$ cat src/rtl/gpio_arb_pkg.sv
// gpio_arb_pkg: shared types and constants for the two-master GPIO bus arbiter.
// Optional feature macro: GPIO_ARB_LOCK_EN (consumed by the arbiter, interface and rr_arb2).
package gpio_arb_pkg;

    localparam int unsigned DATA_W_DEF = 32;
    localparam int unsigned ADDR_W_DEF = 2;

    // GPIO block address map
    localparam logic [1:0] GPI1 = 2'd0;
    localparam logic [1:0] GPI2 = 2'd1;
    localparam logic [1:0] GPO1 = 2'd2;
    localparam logic [1:0] GPO2 = 2'd3;

    // Transaction sequencer states
    typedef enum logic [1:0] {
        IDLE,
        ISSUE,
        RESP
    } state_t;

    // Id of the other master in a two-master system
    function automatic logic other_id(input logic id);
        return ~id;
    endfunction

endpackage

$ cat src/rtl/gpio_bus_arbiter_if.sv
// gpio_bus_arbiter_if: one master's request/response channel into the arbiter.
// With GPIO_ARB_LOCK_EN defined the channel also carries a lock request.
interface gpio_bus_arbiter_if #(
    parameter int unsigned DATA_W = 32,
    parameter int unsigned ADDR_W = 2
);
    logic              req;
    logic              we;
    logic [ADDR_W-1:0] a;
    logic [DATA_W-1:0] wd;
    logic              gnt;
    logic              ack;
    logic [DATA_W-1:0] rd;
`ifdef GPIO_ARB_LOCK_EN
    logic              lock;

    modport master (output req, we, a, wd, lock, input gnt, ack, rd);
    modport slave  (input req, we, a, wd, lock, output gnt, ack, rd);
`else
    modport master (output req, we, a, wd, input gnt, ack, rd);
    modport slave  (input req, we, a, wd, output gnt, ack, rd);
`endif
endinterface

$ cat src/rtl/rr_arb2.sv
// rr_arb2: two-requester round-robin winner select with a registered priority pointer.
// The pointer moves to the non-winner on each completed transaction.
// With GPIO_ARB_LOCK_EN defined, a winner holding its lock keeps priority until it
// drops the lock at a completion or while the arbiter is idle.
module rr_arb2
    import gpio_arb_pkg::*;
#(
    parameter bit INIT_PRIO = 1'b0
) (
    input  logic       clk,
    input  logic       rst,
    input  logic [1:0] req,
    input  logic       update,   // a transaction is completing this cycle
    input  logic       winner,   // id of the completing master
`ifdef GPIO_ARB_LOCK_EN
    input  logic       idle,     // sequencer is idle this cycle
    input  logic [1:0] lock,
`endif
    output logic       grant_id,
    output logic       any_req
);

    logic ptr_q;
    logic eff_ptr;

`ifdef GPIO_ARB_LOCK_EN
    logic lock_q;
    logic release_lock;

    // Owner of an active lock is always the pointer holder
    assign release_lock = lock_q && !lock[ptr_q];
    assign eff_ptr      = release_lock ? other_id(ptr_q) : ptr_q;

    // Pointer and lock state: pin on a locked completion, rotate otherwise
    always_ff @(posedge clk or posedge rst) begin
        if (rst) begin
            ptr_q  <= INIT_PRIO;
            lock_q <= 1'b0;
        end else if (update) begin
            if (lock[winner]) begin
                ptr_q  <= winner;
                lock_q <= 1'b1;
            end else begin
                ptr_q  <= other_id(winner);
                lock_q <= 1'b0;
            end
        end else if (idle && release_lock) begin
            ptr_q  <= other_id(ptr_q);
            lock_q <= 1'b0;
        end
    end
`else
    assign eff_ptr = ptr_q;

    // Pointer register: hand priority to the non-winner on each completion
    always_ff @(posedge clk or posedge rst) begin
        if (rst) begin
            ptr_q <= INIT_PRIO;
        end else if (update) begin
            ptr_q <= other_id(winner);
        end
    end
`endif

    // Winner select: a lone requester wins, contention is settled by the pointer
    always_comb begin
        any_req = |req;
        if (&req) begin
            grant_id = eff_ptr;
        end else begin
            grant_id = req[1];
        end
    end

endmodule

$ cat src/rtl/gpio_bus_arbiter.sv
// gpio_bus_arbiter: shares the GPIO slave port between two masters (M0, M1).
// Each transaction runs IDLE -> ISSUE -> RESP; the GPIO write strobe is high only
// in ISSUE, read data is captured at the end of ISSUE and returned with ACK in RESP.
// Optional feature macro: GPIO_ARB_LOCK_EN (adds per-master lock via the interface).
module gpio_bus_arbiter
    import gpio_arb_pkg::*;
#(
    parameter int unsigned DATA_W    = DATA_W_DEF,
    parameter int unsigned ADDR_W    = ADDR_W_DEF,
    parameter int unsigned INIT_PRIO = 0
) (
    input  logic                 clk,
    input  logic                 rst,
    gpio_bus_arbiter_if.slave    m0,
    gpio_bus_arbiter_if.slave    m1,
    output logic [ADDR_W-1:0]    gpio_a,
    output logic                 gpio_we,
    output logic [DATA_W-1:0]    gpio_wd,
    input  logic [DATA_W-1:0]    gpio_rd
);

    state_t              state_q;
    logic                win_q;
    logic [1:0]          gnt_q;
    logic [1:0]          ack_q;
    logic [DATA_W-1:0]   rd0_q;
    logic [DATA_W-1:0]   rd1_q;

    logic                grant_id;
    logic                any_req;
    logic                sel_we;
    logic [ADDR_W-1:0]   sel_a;
    logic [DATA_W-1:0]   sel_wd;

    rr_arb2 #(
        .INIT_PRIO (INIT_PRIO != 0)
    ) u_rr_arb2 (
        .clk      (clk),
        .rst      (rst),
        .req      ({m1.req, m0.req}),
        .update   (state_q == RESP),
        .winner   (win_q),
`ifdef GPIO_ARB_LOCK_EN
        .idle     (state_q == IDLE),
        .lock     ({m1.lock, m0.lock}),
`endif
        .grant_id (grant_id),
        .any_req  (any_req)
    );

    // Request fields of the current arbitration winner
    always_comb begin
        sel_we = grant_id ? m1.we : m0.we;
        sel_a  = grant_id ? m1.a  : m0.a;
        sel_wd = grant_id ? m1.wd : m0.wd;
    end

    // Sequencer: latch winner, issue to GPIO for one cycle, then acknowledge
    always_ff @(posedge clk or posedge rst) begin
        if (rst) begin
            state_q <= IDLE;
            win_q   <= 1'b0;
            gnt_q   <= 2'b00;
            ack_q   <= 2'b00;
            rd0_q   <= '0;
            rd1_q   <= '0;
            gpio_a  <= '0;
            gpio_we <= 1'b0;
            gpio_wd <= '0;
        end else begin
            unique case (state_q)
                IDLE: begin
                    if (any_req) begin
                        state_q <= ISSUE;
                        win_q   <= grant_id;
                        gpio_a  <= sel_a;
                        gpio_wd <= sel_wd;
                        gpio_we <= sel_we;
                        gnt_q   <= grant_id ? 2'b10 : 2'b01;
                    end
                end
                ISSUE: begin
                    // Same edge as the slave's register update: writes return old data
                    if (win_q) begin
                        rd1_q <= gpio_rd;
                    end else begin
                        rd0_q <= gpio_rd;
                    end
                    gpio_we <= 1'b0;
                    ack_q   <= gnt_q;
                    state_q <= RESP;
                end
                RESP: begin
                    gnt_q   <= 2'b00;
                    ack_q   <= 2'b00;
                    state_q <= IDLE;
                end
                default: begin
                    state_q <= IDLE;
                end
            endcase
        end
    end

    assign m0.gnt = gnt_q[0];
    assign m0.ack = ack_q[0];
    assign m0.rd  = rd0_q;
    assign m1.gnt = gnt_q[1];
    assign m1.ack = ack_q[1];
    assign m1.rd  = rd1_q;

endmodule
$ cat src/flat_wrapper.sv
// flat-port wrapper written by rule: the top's interface ports become plain ports
module gpio_bus_arbiter_flat import gpio_arb_pkg::*;
#(
    parameter int unsigned DATA_W    = DATA_W_DEF,
    parameter int unsigned ADDR_W    = ADDR_W_DEF,
    parameter int unsigned INIT_PRIO = 0
)
  (clk, rst, gpio_a, gpio_we, gpio_wd, gpio_rd, m0_req, m0_we, m0_a, m0_wd, m0_gnt, m0_ack, m0_rd, m1_req, m1_we, m1_a, m1_wd, m1_gnt, m1_ack, m1_rd);
  gpio_bus_arbiter_if #(.DATA_W(DATA_W), .ADDR_W(ADDR_W)) m0_i ();
  gpio_bus_arbiter_if #(.DATA_W(DATA_W), .ADDR_W(ADDR_W)) m1_i ();
  input  logic clk;
  input  logic rst;
  output logic [ADDR_W-1:0] gpio_a;
  output logic gpio_we;
  output logic [DATA_W-1:0] gpio_wd;
  input  logic [DATA_W-1:0] gpio_rd;
  input wire logic [$bits(m0_i.req)-1:0] m0_req;
  input wire logic [$bits(m0_i.we)-1:0] m0_we;
  input wire logic [$bits(m0_i.a)-1:0] m0_a;
  input wire logic [$bits(m0_i.wd)-1:0] m0_wd;
  output wire logic [$bits(m0_i.gnt)-1:0] m0_gnt;
  output wire logic [$bits(m0_i.ack)-1:0] m0_ack;
  output wire logic [$bits(m0_i.rd)-1:0] m0_rd;
  input wire logic [$bits(m1_i.req)-1:0] m1_req;
  input wire logic [$bits(m1_i.we)-1:0] m1_we;
  input wire logic [$bits(m1_i.a)-1:0] m1_a;
  input wire logic [$bits(m1_i.wd)-1:0] m1_wd;
  output wire logic [$bits(m1_i.gnt)-1:0] m1_gnt;
  output wire logic [$bits(m1_i.ack)-1:0] m1_ack;
  output wire logic [$bits(m1_i.rd)-1:0] m1_rd;
  assign m0_i.req = m0_req;
  assign m0_i.we = m0_we;
  assign m0_i.a = m0_a;
  assign m0_i.wd = m0_wd;
  assign m0_gnt = m0_i.gnt;
  assign m0_ack = m0_i.ack;
  assign m0_rd = m0_i.rd;
  assign m1_i.req = m1_req;
  assign m1_i.we = m1_we;
  assign m1_i.a = m1_a;
  assign m1_i.wd = m1_wd;
  assign m1_gnt = m1_i.gnt;
  assign m1_ack = m1_i.ack;
  assign m1_rd = m1_i.rd;
  gpio_bus_arbiter #(.DATA_W(DATA_W), .ADDR_W(ADDR_W), .INIT_PRIO(INIT_PRIO)) u_core (.clk(clk), .rst(rst), .m0(m0_i), .m1(m1_i), .gpio_a(gpio_a), .gpio_we(gpio_we), .gpio_wd(gpio_wd), .gpio_rd(gpio_rd));
endmodule
$ cat config.mk
export PLATFORM = sky130hd
export DESIGN_NAME = gpio_bus_arbiter_flat
export DESIGN_NICKNAME = d
export VERILOG_FILES = /design/src/rtl/gpio_arb_pkg.sv /design/src/rtl/gpio_bus_arbiter_if.sv /design/src/rtl/rr_arb2.sv /design/src/rtl/gpio_bus_arbiter.sv /design/src/flat_wrapper.sv
export SDC_FILE = /design/constraint.sdc
export NUM_CORES = 1
export LEC_CHECK = 0
export ABC_AREA = 1
export CORE_MARGIN = 2
export CORE_UTILIZATION = 25
export CTS_CLUSTER_SIZE = 28
export DETAILED_ROUTE_END_ITERATION = 7
export PLACE_DENSITY_LB_ADDON = 0.12
export SLEW_MARGIN = 20
export SYNTH_ARGS = -nofsm -noshare
export SYNTH_HDL_FRONTEND = slang
export SYNTH_HIERARCHICAL = 1
export SYNTH_SLANG_ARGS = --single-unit
$ cat constraint.sdc
create_clock -name clk -period 4 [get_ports clk]
set_input_delay 0.8 -clock clk [delete_from_list [all_inputs] [get_ports clk]]
set_output_delay 0.8 -clock clk [all_outputs]
set_load 0.05 [all_outputs]
* After elaboration in Yosys (flattened, before gate mapping)
Index checks and enable logic that the tools add are counted.
** Cells by class
- Add/subtract/negate cells :: 0
- Multipliers :: 0
- Div/mod/pow operators :: 0
- Order comparisons :: 0
- Eq/ne operators :: 3
- Shift-type cells :: 0
- Muxes and demuxes :: 12
- Bitwise logic cells :: 1
- Reductions and logical operators :: 11
** Operator list (count)
- two-way mux 32 bit :: 1
- case mux 2 bit (2 select lines) :: 3
- AND reduction 2 bit :: 6
- two-way mux 2 bit :: 4
- nonzero test 2 bit :: 3
- two-way mux 1 bit :: 3
- == test 2 x 1 -> 1 bit (second input constant) :: 1
- == test 2 bit (second input constant) :: 1
- logical NOT 2 bit :: 1
- inequality test 2 x 1 -> 1 bit (second input constant) :: 1
- case mux 1 bit (2 select lines) :: 1
- OR reduction 2 bit :: 1
- NOT 1 bit :: 1
** Storage, ports and cells
- Bits in registers :: 107
- Bits in latches :: 0
- Memory bits (writable) :: 0
- ROM bits :: 0
- Input port bits :: 106
- Word-level logic and storage cells :: 37
- Memories kept :: 0

* Logic depth before layout (Yosys ltp)
Gate-level depths: netlist of run 1.
- Depth in word-level cells :: 5
- Gate-level depth with buffers :: 10

* Cells and area by module
Netlist of run 1, hierarchy kept.
** By module, submodules not included
- gpio_bus_arbiter :: times used 1, cells each 541, area an instance 4714.5 um^2, sequential area each 2652.5 um^2
- rr_arb2 :: times used 1, cells each 12, area an instance 70.1 um^2, sequential area each 25.0 um^2

* Worst setup path after synthesis of run 1
OpenSTA, ideal clock, no wires.
- Path kind :: input to register
- Start point :: in m1_req
- End point :: reg u_core.gpio_wd[20]
- Library setup time :: 66 ps
- Arrival :: 1598 ps
- Slack :: 2336 ps
- Stages :: 5
- Path buffers :: 1
- Cell sequence :: or2_1 > nand2_2 > clkbuf_1 > nand2_1 > nand2_1
** On the way
- Longest elaborated chain between the ends :: 3
- Elaborated cells on any way between the ends :: 5
- Those cells by class :: mux: 2; reduce/logical: 3
** Ends and longest elaborated chain
- from (decl) :: RTL line flat_wrapper.sv:24 : input wire logic [$bits(m1_i.req)-1:0] m1_req;
- AND reduction 2 bit :: RTL line rr_arb2.sv:68 : if (&req) begin
- two-way mux 1 bit :: RTL line rr_arb2.sv:68
- two-way mux 32 bit :: RTL line gpio_bus_arbiter.sv:55 : sel_wd = grant_id ? m1.wd : m0.wd;
- to (signal assigned) :: RTL line gpio_bus_arbiter.sv:77 : gpio_wd <= sel_wd;
- to (decl) :: RTL line gpio_bus_arbiter.sv:18 : output logic [DATA_W-1:0] gpio_wd,
Parallel ways exist; a longest one is shown, timed or not.
A chain may end at the register's enable or synchronous reset.

* Final worst setup path of run 1
- Start point :: reg u_core.rd0_q[28] (netlist: u_core/m0.rd[28])
- End point :: out m0_rd[28]
** RTL lines
- from (decl) :: RTL line gpio_bus_arbiter.sv:26 : logic [DATA_W-1:0] rd0_q;
- from (signal assigned) :: RTL line gpio_bus_arbiter.sv:87 : rd0_q <= gpio_rd;
- to (decl) :: RTL line flat_wrapper.sv:23 : output wire logic [$bits(m0_i.rd)-1:0] m0_rd;
No word-level cell between the ends.

==> impl_results.md, run 1 <==
* Status: finished, final reports clean
* Die Y at 142 microns
* Post-synth top area share at 0.560
* CP endpoint: m0_rd[28]
* Antenna diodes at 0
* Vias in the first global route at 4148
* PortBufs at 208
* P&R area growth vs syn at 52.5%
* Post-CTS sizing at 0
* Row count at 50
* Maximum clock rate at 0.425 GHz
* Clock Latency Late Sink at 340 ps
* Clock slew seen by the registers of the worst setup and hold paths at 70 ps
* Hpwl dp at between 9 and 10 mm
* Cells after Synth at ~550
* Max-slew violations at 0
* Hold Vio Cnt, Final at 0
* Die width at ~140 microns
* Delay-heaviest family, CP: buffers and inverters
* H-tree levels at 3
* Antenna violations before repair at 0
* Initial core utilization at 0.255
* Drt first pass iters at 6
* Clock sinks at roughly 110
* Power per cell area at 951 nW/um^2
* Most frequent cells in the layout: nand2_1 (287), clkdlybuf4s50_1 (208), dfrtp_1 (107)
* Finish-stage setup viols at 0
* TritonCTS buffer count at 9
* Post-CTS Hold Fix Bufs at 0
* Post-CTS repair timing setup buffer count at 0
* Routed vias/inst at 4.13
* Core box area at roughly 19000 sq um
* Max stage delay on crit path at 850 ps
* Global-route wire length before repair at 20.8 mm
* Leak Pwr at 3.56 nW
* I/O pin count at 209
* Drt wl/cell at 13.3 microns
* GR Overflow Total at 0
* Largest net degree at the start of global routing at 59
* Maximum VDD drop at 0.000244 V
* Critical Path Start: u_core/m0.rd[28]
* CP startpoint kind: flip-flop
* Total of max-cap violations at 0
* Max FO, Critical Path at 2
* Reg-to-reg startpoint: u_core/state_q[1]
* Critical path's slowest cell: clkdlybuf4s50_1
* WL final at 13.1 mm
* Top cells by area, synth: dfrtp_1 (56%), nand2_1 (23%), o21ai_2 (8.6%)
* R2R depth at 6
* GP Congestion at ~0.74
* Detail Route Antenna Nets at 0
* Avg Cell Area, Syn at 8.65 sq um
* Synthesized Nets at 663
* Layout Utilization at 0.389
* Slew at the pin closest to its max-slew limit at 973 ps
* Via count at 4091
* Reg2reg setup slack at 1870 ps
* CP Depth at 1
* Clock root buffer: clkbuf_16
* Setup TNS at 0 ps
* CTS tree: done
* WS Path Type: flip-flop to primary output
* Unrepaired setup endpoints after global routing: no
* Crit path time final at ~2400 ps
* Detailed Route Iter0 Violations at 146
* Period utilization at 0.588
* Final Skew at 8.93 ps
* Mapped cell area at 4780 sq um
* Die area at 20300 sq um
* Post-synthesis sequential area ratio at 0.560
* RR Endpoint: u_core/m0.rd[27]
* Yosys synthesis warning count at 6
* DRC at 0
* Clock Tree Buf Depth at 2
* CP Cell Sequence: clkdlybuf4s50_1
* Layout cells sized above 1 at 0.0966
* Synth Register Bits at 107
* Worst path arrival time at 1550 ps
* Largest area contributor in the netlist: dfrtp_1
* Yosys cell types at 17
* Hold Path Class: flip-flop to flip-flop
* Crit path buffers/inverters at 1
* Setup crit end kind: primary output
* Gr usage total at 0.131
* Worst slew margin at 0.349
* CP Data Required Time at 3200 ps
* Most common cell after layout, fill and taps aside: nand2_1
* Overall power at 0.00694 W
* Nets at ~860
-- sequential cells by signal, indices dropped and copies added (netlist names) --
name,count
u_core/ack_q,2
u_core/gpio_we,1
u_core/m0.rd,32
u_core/m1.rd,32
u_core/gpio_a,2
u_core/gnt_q,2
u_core/u_rr_arb2/eff_ptr,1
u_core/gpio_wd,32
u_core/win_q,1
u_core/state_q,2
-- synthesized netlist by cell type --
master    instances
o21ai_1          17
inv_1            46
dfrtp_1         107
o21ai_2          47
inv_2             1
buf_2             6
inv_4             1
nor2_1            1
nand2_2           3
buf_6            10
nand3_1           8
clkbuf_1          1
or2_1             1
nand2_1         287
ha_1              4
buf_4             8
o21ai_0           5
-- per-layer routing --
| layer | vias to the layer above | GRT usage | routed length, microns |
|---|---|---|---|
| met5 | - | 0 | 0 |
| met2 | 154 | 0.209 | 5930 |
| met1 | 1841 | 0.163 | 5780 |
| met4 | 0 | 0.0443 | 177 |
| met3 | 10 | 0.0485 | 1230 |
| li1 | 2086 | - | - |
-- metrics by stage --
stage | cell area [sq um] | hold slack (ps) | setup slack [ps] | cells
after detailed placement | 7010 | 466 | 1300 | 976
after global routing | 7290 | 502 | 1550 | 990
after global placement | 7010 | 463 | 1390 | 976
after floorplan | 4780 | 441 | 411 | 553
final | 7290 | 476 | 1650 | 990
after CTS | 7290 | 482 | 1620 | 990
-- final cells by class --
type                    count  area [sq um]
fillers                  1925         11500
flip-flops and latches    107          2680
repair buffers            214          2140
multi-input cells         373          1720
well taps                 234           293
clock buffers               9           225
inverters                  48           185
clock inverters             5          56.3
-- power breakdown --
part | switching [W] | internal [W] | total [W]
Combinational | 0.00283 | 0.00134 | 0.00417
Clock | 0.000395 | 0.000478 | 0.000873
Sequential | 0.000288 | 0.00161 | 0.00190
-- worst min path at each step --
stage | start | endpoint | slack [ps] | cells past startpoint
floorplan | u_core/u_rr_arb2/eff_ptr | u_core/u_rr_arb2/eff_ptr | 440 | 2
global placement | u_core/gpio_wd[31] | u_core/gpio_wd[31] | 460 | 2
detailed placement | u_core/u_rr_arb2/eff_ptr | u_core/u_rr_arb2/eff_ptr | 470 | 2
CTS | u_core/gpio_a[1] | u_core/gpio_a[1] | 480 | 2
global route | u_core/m0.rd[21] | u_core/m0.rd[21] | 500 | 2
finish | u_core/gpio_a[1] | u_core/gpio_a[1] | 480 | 2
-- logic make-up (layout without fill, tap and decap cells) --
| logic type | count (synthesis) | after routing | share of synthesized area |
|---|---|---|---|
| simple gates | 300 | 300 | 0.240 |
| flops | 107 | 107 | 0.560 |
| buf+inv | 73 | 276 | 0.0813 |
| compound gates | 69 | 69 | 0.109 |
| fa+ha+maj | 4 | 4 | 0.0105 |
Power figures use the tool's default switching activity.
==> run 2, diff against run 1 <==
==> constraint.sdc (replaced) <==
create_clock -name clk -period 2.2 [get_ports clk]
set_input_delay 0.44 -clock clk [delete_from_list [all_inputs] [get_ports clk]]
set_output_delay 0.44 -clock clk [all_outputs]
set_load 0.05 [all_outputs]
==> run 2 against run 1 <==
  * First-iteration DRC count up 32%
  * Via count decreased by 0.59%
  * Final cell count up 0.20%
  * Die area is the same
  * Sequential share of layout area fell by 0.48 points
  * Total power is 84% higher
  * Largest cell class unchanged
  * Core utilization is 0.52 points higher
  * Critical endpoint is now m0_rd[21]
  * Count of clock-buffer cells in the layout rose by 1
  * Worst setup slack lost 1400 ps
  * Critical path depth stayed put
  * Final area is 1.3% higher
  * Combinational power increased by 82%
==> impl_results.md, run 2 (same netlist as run 1, synthesis figures left out) <==
* PortBufs at 208 (unchanged)
* TritonCTS buffer count at 9 (unchanged)
* Reg2reg setup slack at 610 ps (-1260 ps)
* GP Congestion at 0.751 (+1.3%)
* WL final at 12.7 mm (-3.3%)
* Die area at 20300 sq um (unchanged)
* Max FO, Critical Path at 2 (unchanged)
* Vias in the first global route at 3973 (-4.2%)
* Setup crit end kind: primary output
* Maximum clock rate at 0.503 GHz
* Layout Utilization at 0.394 (+0.00520)
* Total of max-cap violations at 0 (unchanged)
* Detail Route Antenna Nets at 0 (unchanged)
* Layout cells sized above 1 at 0.0989 (+0.00238)
* Hpwl dp at 9.16 mm (-2.6%)
* Post-CTS sizing at 0 (unchanged)
* H-tree levels at 3 (unchanged)
* Reg-to-reg startpoint: u_core/state_q[1]
* Cell Count, Final, Fillers Out at 992 (+0.20%)
* Drt first pass iters at 4 (-2)
* Antenna diodes at 0 (unchanged)
* Unrepaired setup endpoints after global routing: no
* Most frequent cells in the layout: nand2_1 (287), clkdlybuf4s50_1 (208), dfrtp_1 (107)
* Crit path time final at 1990 ps
* Core box area at 18800 sq um (unchanged)
* Status: finished, final reports clean
* Crit path buffers/inverters at 1 (unchanged)
* P&R area growth vs syn at 54.5%
* Final Skew at 6.29 ps (-2.64 ps)
* Routed vias/inst at 4.10 (-0.79%)
* Clock Tree Buf Depth at 2 (unchanged)
* CTS tree: done
* CP Data Required Time at 1760 ps (-1440 ps)
* Gr usage total at 0.128 (-0.00272)
* Maximum VDD drop at 0.000540 V (+120%)
* Placed cell count at 976 (unchanged)
* Drt wl/cell at 12.8 microns (-3.5%)
* Finish-stage setup viols at 0 (unchanged)
* Delay-heaviest family, CP: buffers and inverters
* Setup TNS at 0 ps (unchanged)
* Clock root buffer: clkbuf_16
* Overall power at 0.0128 W (+84%)
* Clock sinks at 107 (unchanged)
* Post-CTS Hold Fix Bufs at 0 (unchanged)
* Largest net degree at the start of global routing at 65 (+10%)
* Detailed Route Iter0 Violations at 193 (+32%)
* R2R depth at 6 (unchanged)
* CP Cell Sequence: clkdlybuf4s50_1
* Global-route wire length before repair at 20.4 mm (-2.1%)
* Via count at 4067 (-0.59%)
* Critical path's slowest cell: clkdlybuf4s50_1
* GR Overflow Total at 0 (unchanged)
* Die width at 142 microns (unchanged)
* Post-CTS repair timing setup buffer count at 0 (unchanged)
* Hold Vio Cnt, Final at 0 (unchanged)
* I/O pin count at 209 (unchanged)
* RR Endpoint: u_core/gpio_wd[10]
* Most common cell after layout, fill and taps aside: nand2_1
* Row count at 50 (unchanged)
* Die Y at 142 microns (unchanged)
* Power per cell area at 1730 nW/um^2 (+82%)
* Max-slew violations at 0 (unchanged)
* WS Path Type: flip-flop to primary output
* Worst slew margin at 0.623 (+0.274)
* Leak Pwr at 3.59 nW (+0.96%)
* Slew at the pin closest to its max-slew limit at 564 ps (-410 ps)
* Period utilization at 0.904
* Hold Path Class: primary input to asynchronous set/reset pin
* CP startpoint kind: flip-flop
* Antenna violations before repair at 0 (unchanged)
* Worst path arrival time at 1550 ps (about the same)
* Clock slew seen by the registers of the worst setup and hold paths at 70 ps (about the same)
* DRC at 0 (unchanged)
* Max stage delay on crit path at 850 ps (about the same)
* Clock Latency Late Sink at 350 ps (about the same)
* Initial core utilization at 0.255 (unchanged)
* Nets at 863 (unchanged)
-- run 2: changes by cell type in the layout (fill, tap and decap cells not counted), sizes merged --
cell / previous run / this run
inv: 48 / 47
clkinv: 3 / 2
clkinvlp: 1 / 3
bufinv: 1 / 2
clkbuf: 9 / 10
-- run 2: worst max-delay path by stage --
stage                                 from                 end  cells after the start
after global routing      u_core/gpio_a[0]           gpio_a[0]                      1
final                     u_core/m0.rd[21]           m0_rd[21]                      1
after CTS                 u_core/gpio_a[0]           gpio_a[0]                      1
after detailed placement            m0_req  u_core/gpio_wd[23]                      6
after global placement              m1_req  u_core/gpio_wd[10]                      6
after floorplan                        rst     u_core/ack_q[0]                      1
-- run 2: per-stage QoR --
stage	hold WS (ps)	area [sq um]	worst slack (ps)
final	337	7390	211
after global routing	342	7390	151
after CTS	328	7390	175
after detailed placement	465	7060	181
after global placement	463	7060	225
after floorplan	169	4790	486
-- run 2: layout make-up --
class                      count  area [sq um]
clock buffer                  10           239
timing repair buffer         214          2190
inverter                      48           186
tap                          234           293
multi-input combinational    373          1720
sequential                   107          2680
fill                        1890         11400
clock inverter                 6          88.8
-- run 2: power breakdown --
group          switching, W  total (W)  leakage, nW  internal (W)
logic               0.00513    0.00759         2.11       0.00246
registers          0.000524    0.00345         1.32       0.00292
clock network      0.000717    0.00175        0.155       0.00103
-- run 2: per-layer routing --
layer  global-route usage  part of all wire  wire length (microns)
met5                    0                 0                      0
met4               0.0469             0.017                    214
met3               0.0498             0.097                   1230
met2                0.191              0.44                   5590
met1                0.168              0.44                   5640
